==> src/rtl/time_field_counter.sv <==
// Two-digit BCD up/down counter bounded to MIN_VAL..MAX_VAL with wrap pulses
// and a validated parallel load.
module time_field_counter #(
  parameter int MIN_VAL = 0,
  parameter int MAX_VAL = 59
) (
  input  logic       clk,
  input  logic       reset,
  input  logic       set,
  input  logic [3:0] new_tens,
  input  logic [3:0] new_ones,
  input  logic       inc,
  input  logic       dec,
  output logic [3:0] tens,
  output logic [3:0] ones,
  output logic       at_max,
  output logic       at_min,
  output logic       carry,
  output logic       borrow,
  output logic       set_err
);

  localparam logic [3:0] MIN_T = 4'(MIN_VAL / 10);
  localparam logic [3:0] MIN_O = 4'(MIN_VAL % 10);
  localparam logic [3:0] MAX_T = 4'(MAX_VAL / 10);
  localparam logic [3:0] MAX_O = 4'(MAX_VAL % 10);
  localparam logic [7:0] MIN_B = 8'(MIN_VAL);
  localparam logic [7:0] MAX_B = 8'(MAX_VAL);

  logic [7:0] load_val;
  logic       load_ok;

  assign at_max = (tens == MAX_T) && (ones == MAX_O);
  assign at_min = (tens == MIN_T) && (ones == MIN_O);

  // Range check is only meaningful once both digits are known to be BCD.
  always_comb begin
    load_val = 8'(new_tens) * 8'd10 + 8'(new_ones);
    load_ok  = (new_tens <= 4'd9) && (new_ones <= 4'd9) &&
               (load_val >= MIN_B) && (load_val <= MAX_B);
  end

  always_ff @(posedge clk) begin
    if (reset) begin
      tens    <= MIN_T;
      ones    <= MIN_O;
      carry   <= 1'b0;
      borrow  <= 1'b0;
      set_err <= 1'b0;
    end else begin
      carry   <= 1'b0;
      borrow  <= 1'b0;
      set_err <= 1'b0;
      if (set) begin
        if (load_ok) begin
          tens <= new_tens;
          ones <= new_ones;
        end else begin
          set_err <= 1'b1;
        end
      end else if (inc && !dec) begin
        if (at_max) begin
          tens  <= MIN_T;
          ones  <= MIN_O;
          carry <= 1'b1;
        end else if (ones == 4'd9) begin
          tens <= tens + 4'd1;
          ones <= 4'd0;
        end else begin
          ones <= ones + 4'd1;
        end
      end else if (dec && !inc) begin
        if (at_min) begin
          tens   <= MAX_T;
          ones   <= MAX_O;
          borrow <= 1'b1;
        end else if (ones == 4'd0) begin
          tens <= tens - 4'd1;
          ones <= 4'd9;
        end else begin
          ones <= ones - 4'd1;
        end
      end
    end
  end

endmodule

==> config.mk <==
export PLATFORM = sky130hd
export DESIGN_NAME = time_field_counter
export DESIGN_NICKNAME = d
export VERILOG_FILES = /design/src/rtl/time_field_counter.sv
export SDC_FILE = /design/constraint.sdc
export NUM_CORES = 1
export LEC_CHECK = 0
export CAP_MARGIN = 20
export CORE_MARGIN = 1.5
export CORE_UTILIZATION = 35
export CTS_CLUSTER_DIAMETER = 100
export DETAILED_ROUTE_END_ITERATION = 10
export GPL_TIMING_DRIVEN = 0
export PLACE_DENSITY = 0.71
export SLEW_MARGIN = 10
export SYNTH_ARGS = -nofsm -noshare
export SYNTH_HDL_FRONTEND = slang
export SYNTH_SLANG_ARGS = --single-unit
export TNS_END_PERCENT = 100
==> constraint.sdc <==
create_clock -name clk -period 3.15 [get_ports clk]
set_input_delay 0.945 -clock clk [delete_from_list [all_inputs] [get_ports clk]]
set_output_delay 0.945 -clock clk [all_outputs]
set_load 0.02 [all_outputs]
# Word-level counts from Yosys, hierarchy flattened
# Cells that the tools add are included.
word_totals:
  ff_bits: 11
  input_bits: 13
  out_inout_bits: 13
  wordCells: 59
classes:
  n_addsub: 5
  mul: 1
  magnitude_cmp: 4
  n_eq_ne: 4
  muxes: 19
  bitwise: 3
  reduce_logical: 18
op_table:
  columns: ["cell", "count"]
  rows:
  - ["$mux W4", 16]
  - ["$add A4 B1 Y4 const B", 2]
  - ["$add A8 B4 Y8", 1]
  - ["$ge A8 B1 Y1 const B", 1]
  - ["$le A4 B4 Y1 const B", 2]
  - ["$le A8 B6 Y1 const B", 1]
  - ["$logic_not A4 Y1", 2]
  - ["$sub A4 B1 Y4 const B", 2]
  - ["$logic_and A1 B1 Y1", 7]
  - ["$mul A4 B3 Y7 const B", 1]
  - ["$eq A4 B3 Y1 const B", 1]
  - ["$eq A4 B4 Y1 const B", 1]
  - ["$ne A4 B4 Y1 const B", 1]
  - ["$reduce_and A4 Y1", 1]
  - ["$reduce_bool A4 Y1", 1]
  - ["$reduce_or A4 Y1", 1]
  - ["$mux W1", 3]
  - ["$not A1 Y1", 3]
  - ["$reduce_bool A3 Y1", 1]
  - ["$reduce_or A3 Y1", 1]
  - ["$logic_not A1 Y1", 2]
  - ["$ne A2 B1 Y1 const B", 1]
  - ["$reduce_and A2 Y1", 1]
  - ["$reduce_or A2 Y1", 1]

# Depth between registers and ports, before layout
logic_depth:
  depth_word: 7
  ltp_mapped: 11
  ltp_nobuf: 9

# Least setup slack after synthesis
# No wires, ideal clock.
synth_timing:
  kind: "input -> register"
  start: "input port new_tens[1]"
  end: "register tens[1]"
  t_arrival_ps: 3171
  setup_slack_ps: -108
  path_stages: 10
  path_cell_list: "ha_1 -> ha_1 -> fa_1 -> and3b_1 -> o211ai_1 -> a221o_1 -> nand4_2 -> buf_6 -> a2111o_1 -> o31ai_1"
synth_between:
  elab_chain_len: 7
  word_cells_on_any_way: 12
  classes_between: "add/sub (1); mul (1); order compare (3); eq/ne (1); mux (2); reduce/logical (4)"
synth_rtl:
  columns: ["item", "line", "rtl"]
  rows:
  - ["start: declaration", "10", "input logic [3:0] new_tens,"]
  - ["$mul A4 B3 Y7", "38", "load_val = 8'(new_tens) * 8'd10 + 8'(new_ones);"]
  - ["$add A8 B4 Y8", "38", null]
  - ["$ge A8 B1 Y1", "40", "(load_val >= MIN_B) && (load_val <= MAX_B);"]
  - ["$logic_and A1 B1 Y1", "39", "load_ok = (new_tens <= 4'd9) && (new_ones <= 4'd9) &&"]
  - ["$logic_and A1 B1 Y1", "40", null]
  - ["$ne A2 B1 Y1 (no line)", null, null]
  - ["$reduce_and A4 Y1 (no line)", null, null]
  - ["end signal: assignment", "56", "tens <= new_tens;"]
  - ["end signal: assignment", "67", "tens <= tens + 4'd1;"]
  - ["end signal: assignment", "78", "tens <= tens - 4'd1;"]
  - ["end: declaration", "14", "output logic [3:0] tens,"]
# Several ways; a longest one is shown, not always the timed one. The select of a mux whose other input is x is not followed.
# A chain may end at the register's enable or synchronous reset.

# Worst setup path in the final report
layout_timing:
  start: "input port new_tens[3]"
  end: "register tens[1]"
layout_between:
  elab_chain_len: 7
  word_cells_on_any_way: 10
  classes_between: "add/sub (1); mul (1); order compare (3); eq/ne (1); reduce/logical (4)"
layout_rtl:
  columns: ["item", "line"]
  rows:
  - ["$mul A4 B3 Y7", "38"]
  - ["$add A8 B4 Y8", "38"]
  - ["$ge A8 B1 Y1", "40"]
  - ["$logic_and A1 B1 Y1", "39"]
  - ["$logic_and A1 B1 Y1 *", "40"]
  - ["$ne A2 B1 Y1 (no line) *", null]
  - ["$reduce_and A4 Y1 (no line) *", null]
# Every way passes the cells marked *; elsewhere a longest branch is shown, timed or not.

==> results_dict.tcl <==
set metrics [dict create \
    place.gp.congestion 0.898 \
    syn_area_mm2 0.00122 \
    synth_nets 176 \
    final_cell_mix "19 x clkdlybuf4s50_1, 12 x inv_1, 11 x dfxtp_1" \
    setup_violations 0 \
    cts.sinks 11 \
    cts_tree "yes" \
    hold_buffers 0 \
    cts-htree-levels 1 \
    fin_crit_sh 0.993 \
    synth.mux.area_fraction 0 \
    yosysSeqAreaShare 0.181 \
    ys_warn_count 0 \
    slew_headroom 0.624 \
    areaGrowthSynthToFinish_pct 39.1 \
    overflow 0 \
    finalHoldViolations 0 \
    arrival_ps 3320 \
    ioPinCount 26 \
    initial_core_util 0.365 \
    num_vias 1389 \
    crit_type "in -> reg" \
    endpoint_kind "register" \
    fp.dieArea_mm2 0.00384 \
    syn_inst 151 \
    grt_pass1_vias 1193 \
    drt_pass1_iterations 4 \
    fmax_ghz 0.320 \
    cts-root-buf "clkbuf_4" \
    power.leakage_nw 0.650 \
    worstReg2RegEnd "tens[0]" \
    die_x_um 62.0 \
    synth_xor_area_frac 0.0360 \
    hp-start "tens[1]" \
    synth_compound_area_frac 0.350 \
    nNetsFinal 211 \
    synth_fa_ha_area_frac 0.136 \
    clock_latency_ps 280 \
    maxCapViolCount 0 \
    crit_top_cell "ha_4" \
    ys.flop_type "dfxtp_1" \
    drive_gt1_frac 0.195 \
    drt-vias-per-instance 6.01 \
    ant_nets 0 \
    fin_setup_tns_ps 0 \
    critPathMaxFanout 7 \
    ys_async_sr_fraction 0 \
    grt_max_degree 11 \
    grt_usage 0.210 \
    hp-class "reg -> reg" \
    powerDensity_mw_per_mm2 354 \
    io_buffers 25 \
    synth.distinct_cells 54 \
    cts.path.max_buffers 2 \
    rsz0062_at_grt "yes" \
    fin_ws_ps 21.2 \
    finalMaxSlewViolations 0 \
    synth-seq-cells 11 \
    finalWirelength_mm 3.76 \
    finalCriticalPeriod_ps 3130 \
    grt_pass1_wl_mm 5.95 \
    synthSimpleGateAreaFrac 0.226 \
    drc 0 \
    critPathSlowestCell "fa_2" \
    run_status "finished, final reports clean" \
    core_region_area_mm2 0.00334 \
    num_rows 21 \
    hold_path_end "tens[1]" \
    r2r_start "tens[0]" \
    worst_r2r_path_depth 8 \
    mostFrequentLayoutCell "clkdlybuf4s50_1" \
    cts_buffers 3 \
    syn_area_per_cell_um2 8.06 \
    crit_required_ps 3350 \
    crit_chain "buf_12, ha_4, ha_4, fa_2, and3b_1, o211ai_1, a221o_1, nand4_2, buf_6, a2111o_1, o31ai_1" \
    antennaDiodeCount 0 \
    dp_worst_setup_slack_ps -965 \
    max_stage_delay_ps 600 \
    fin_skew_ps 2.47 \
    wire_per_inst_um 16.3 \
    worstMarginPinSlew_ps 561 \
    ir_worst_vdd_v 0.000180 \
    antenna_found_initial 0 \
    die_h_um 62.0 \
    hold_depth 2 \
    hpwl_mm 2.64 \
    synth_top_family_by_area "compound AO/OA/AOI/OAI gates" \
    start_kind "input pin" \
    path_clk_slew_ps 80 \
    synth_edf_count 0 \
    drt_iter0_drc 69 \
    regToRegSetupSlack_ps 1040 \
]
==> area by class of cell <==
cell class / count / area, um^2
Tap cell: 46 / 57.6
Inverter: 12 / 45.0
Timing Repair Buffer: 30 / 294
Clock buffer: 4 / 26.3
Buffer: 8 / 41.3
Sequential cell: 11 / 220
Fill cell: 352 / 1640
Multi-Input combinational cell: 120 / 1010
==> cell families (layout without fill, tap and decap cells) <==
group / count (synthesis) / after routing
compound gates: 55 / 55
xor+xnor: 5 / 5
fa+ha+maj: 12 / 12
buf+inv: 20 / 54
flops: 11 / 11
simple gates: 48 / 48
==> power breakdown <==
| group | internal, mW | switching, mW |
|---|---|---|
| logic | 0.150 | 0.176 |
| clock network | 0.0493 | 0.0558 |
| registers | 0.151 | 0.0169 |
| total | 0.350 | 0.248 |
==> critical path, delay by kind of cell <==
kind                     cells  cell delay (ps)
AO/OA/AOI/OAI                4              800
AND/OR/NAND/NOR              2              310
buffers and inverters        2              270
adder cells (fa/ha/maj)      3             1000
==> metal layers <==
layer | vias to the layer above | part of all wire | global-route usage
li1 | 660 | - | -
met1 | 659 | 0.44 | 0.296
met5 | - | 0 | 0
met4 | 0 | 0.012 | 0.0547
met3 | 7 | 0.072 | 0.0455
met2 | 63 | 0.47 | 0.326
==> registers in the layout (all words and copies together) (netlist names) <==
name	cells
carry	1
set_err	1
borrow	1
tens	4
ones	4
==> how the worst max path moves through the flow <==
| stage | startpoint | slack, ps | endpoint |
|---|---|---|---|
| final | new_tens[3] | 20 | tens[1] |
| after global routing | new_tens[3] | -70 | tens[1] |
| after CTS | new_tens[1] | 7 | tens[1] |
| after detailed placement | new_tens[1] | -970 | tens[1] |
| after global placement | new_tens[1] | -960 | tens[1] |
| after floorplan | new_tens[1] | -100 | tens[1] |
==> synthesized netlist by cell type (all sizes together), types with 2 or more instances <==
cell type,n,share of area
inv,12,0.037
dfxtp,11,0.18
ha,10,0.10
o21ai,9,0.037
a21oi,8,0.036
nand2,8,0.025
nand3,7,0.029
nor2,7,0.022
a211oi,6,0.045
a221o,5,0.041
clkbuf,5,0.016
nor2b,4,0.021
nor3,4,0.016
xnor2,4,0.029
a311oi,3,0.022
a31oi,3,0.015
buf,3,0.017
o31ai,3,0.018
a211o,2,0.014
a31o,2,0.014
and3,2,0.010
fa,2,0.033
nand2b,2,0.010
nand4,2,0.015
nor4,2,0.010
nor4b,2,0.020
o311ai,2,0.014
o32ai,2,0.014
or2,2,0.010
==> what timing repair did <==
item                       CTS  global route
resized for setup           28            12
hold endpoints to repair     0             0
gates cloned                 0             0
setup endpoints to repair    9            10
setup buffers                3             2
pin swaps                    5            10
==> through the flow <==
step | total power, mW | hold WS (ps) | cell area [um^2] | cells | util
floorplan | 0.367 | 622 | 1250 | 151 | -
finish | 0.599 | 626 | 1690 | 231 | 0.507
global route | 0.635 | 656 | 1690 | 231 | 0.507
global placement | 0.457 | 587 | 1560 | 222 | 0.468
CTS | 0.580 | 608 | 1630 | 229 | 0.488
detailed placement | 0.466 | 601 | 1560 | 222 | 0.468
Power figures use the tool's default switching activity.
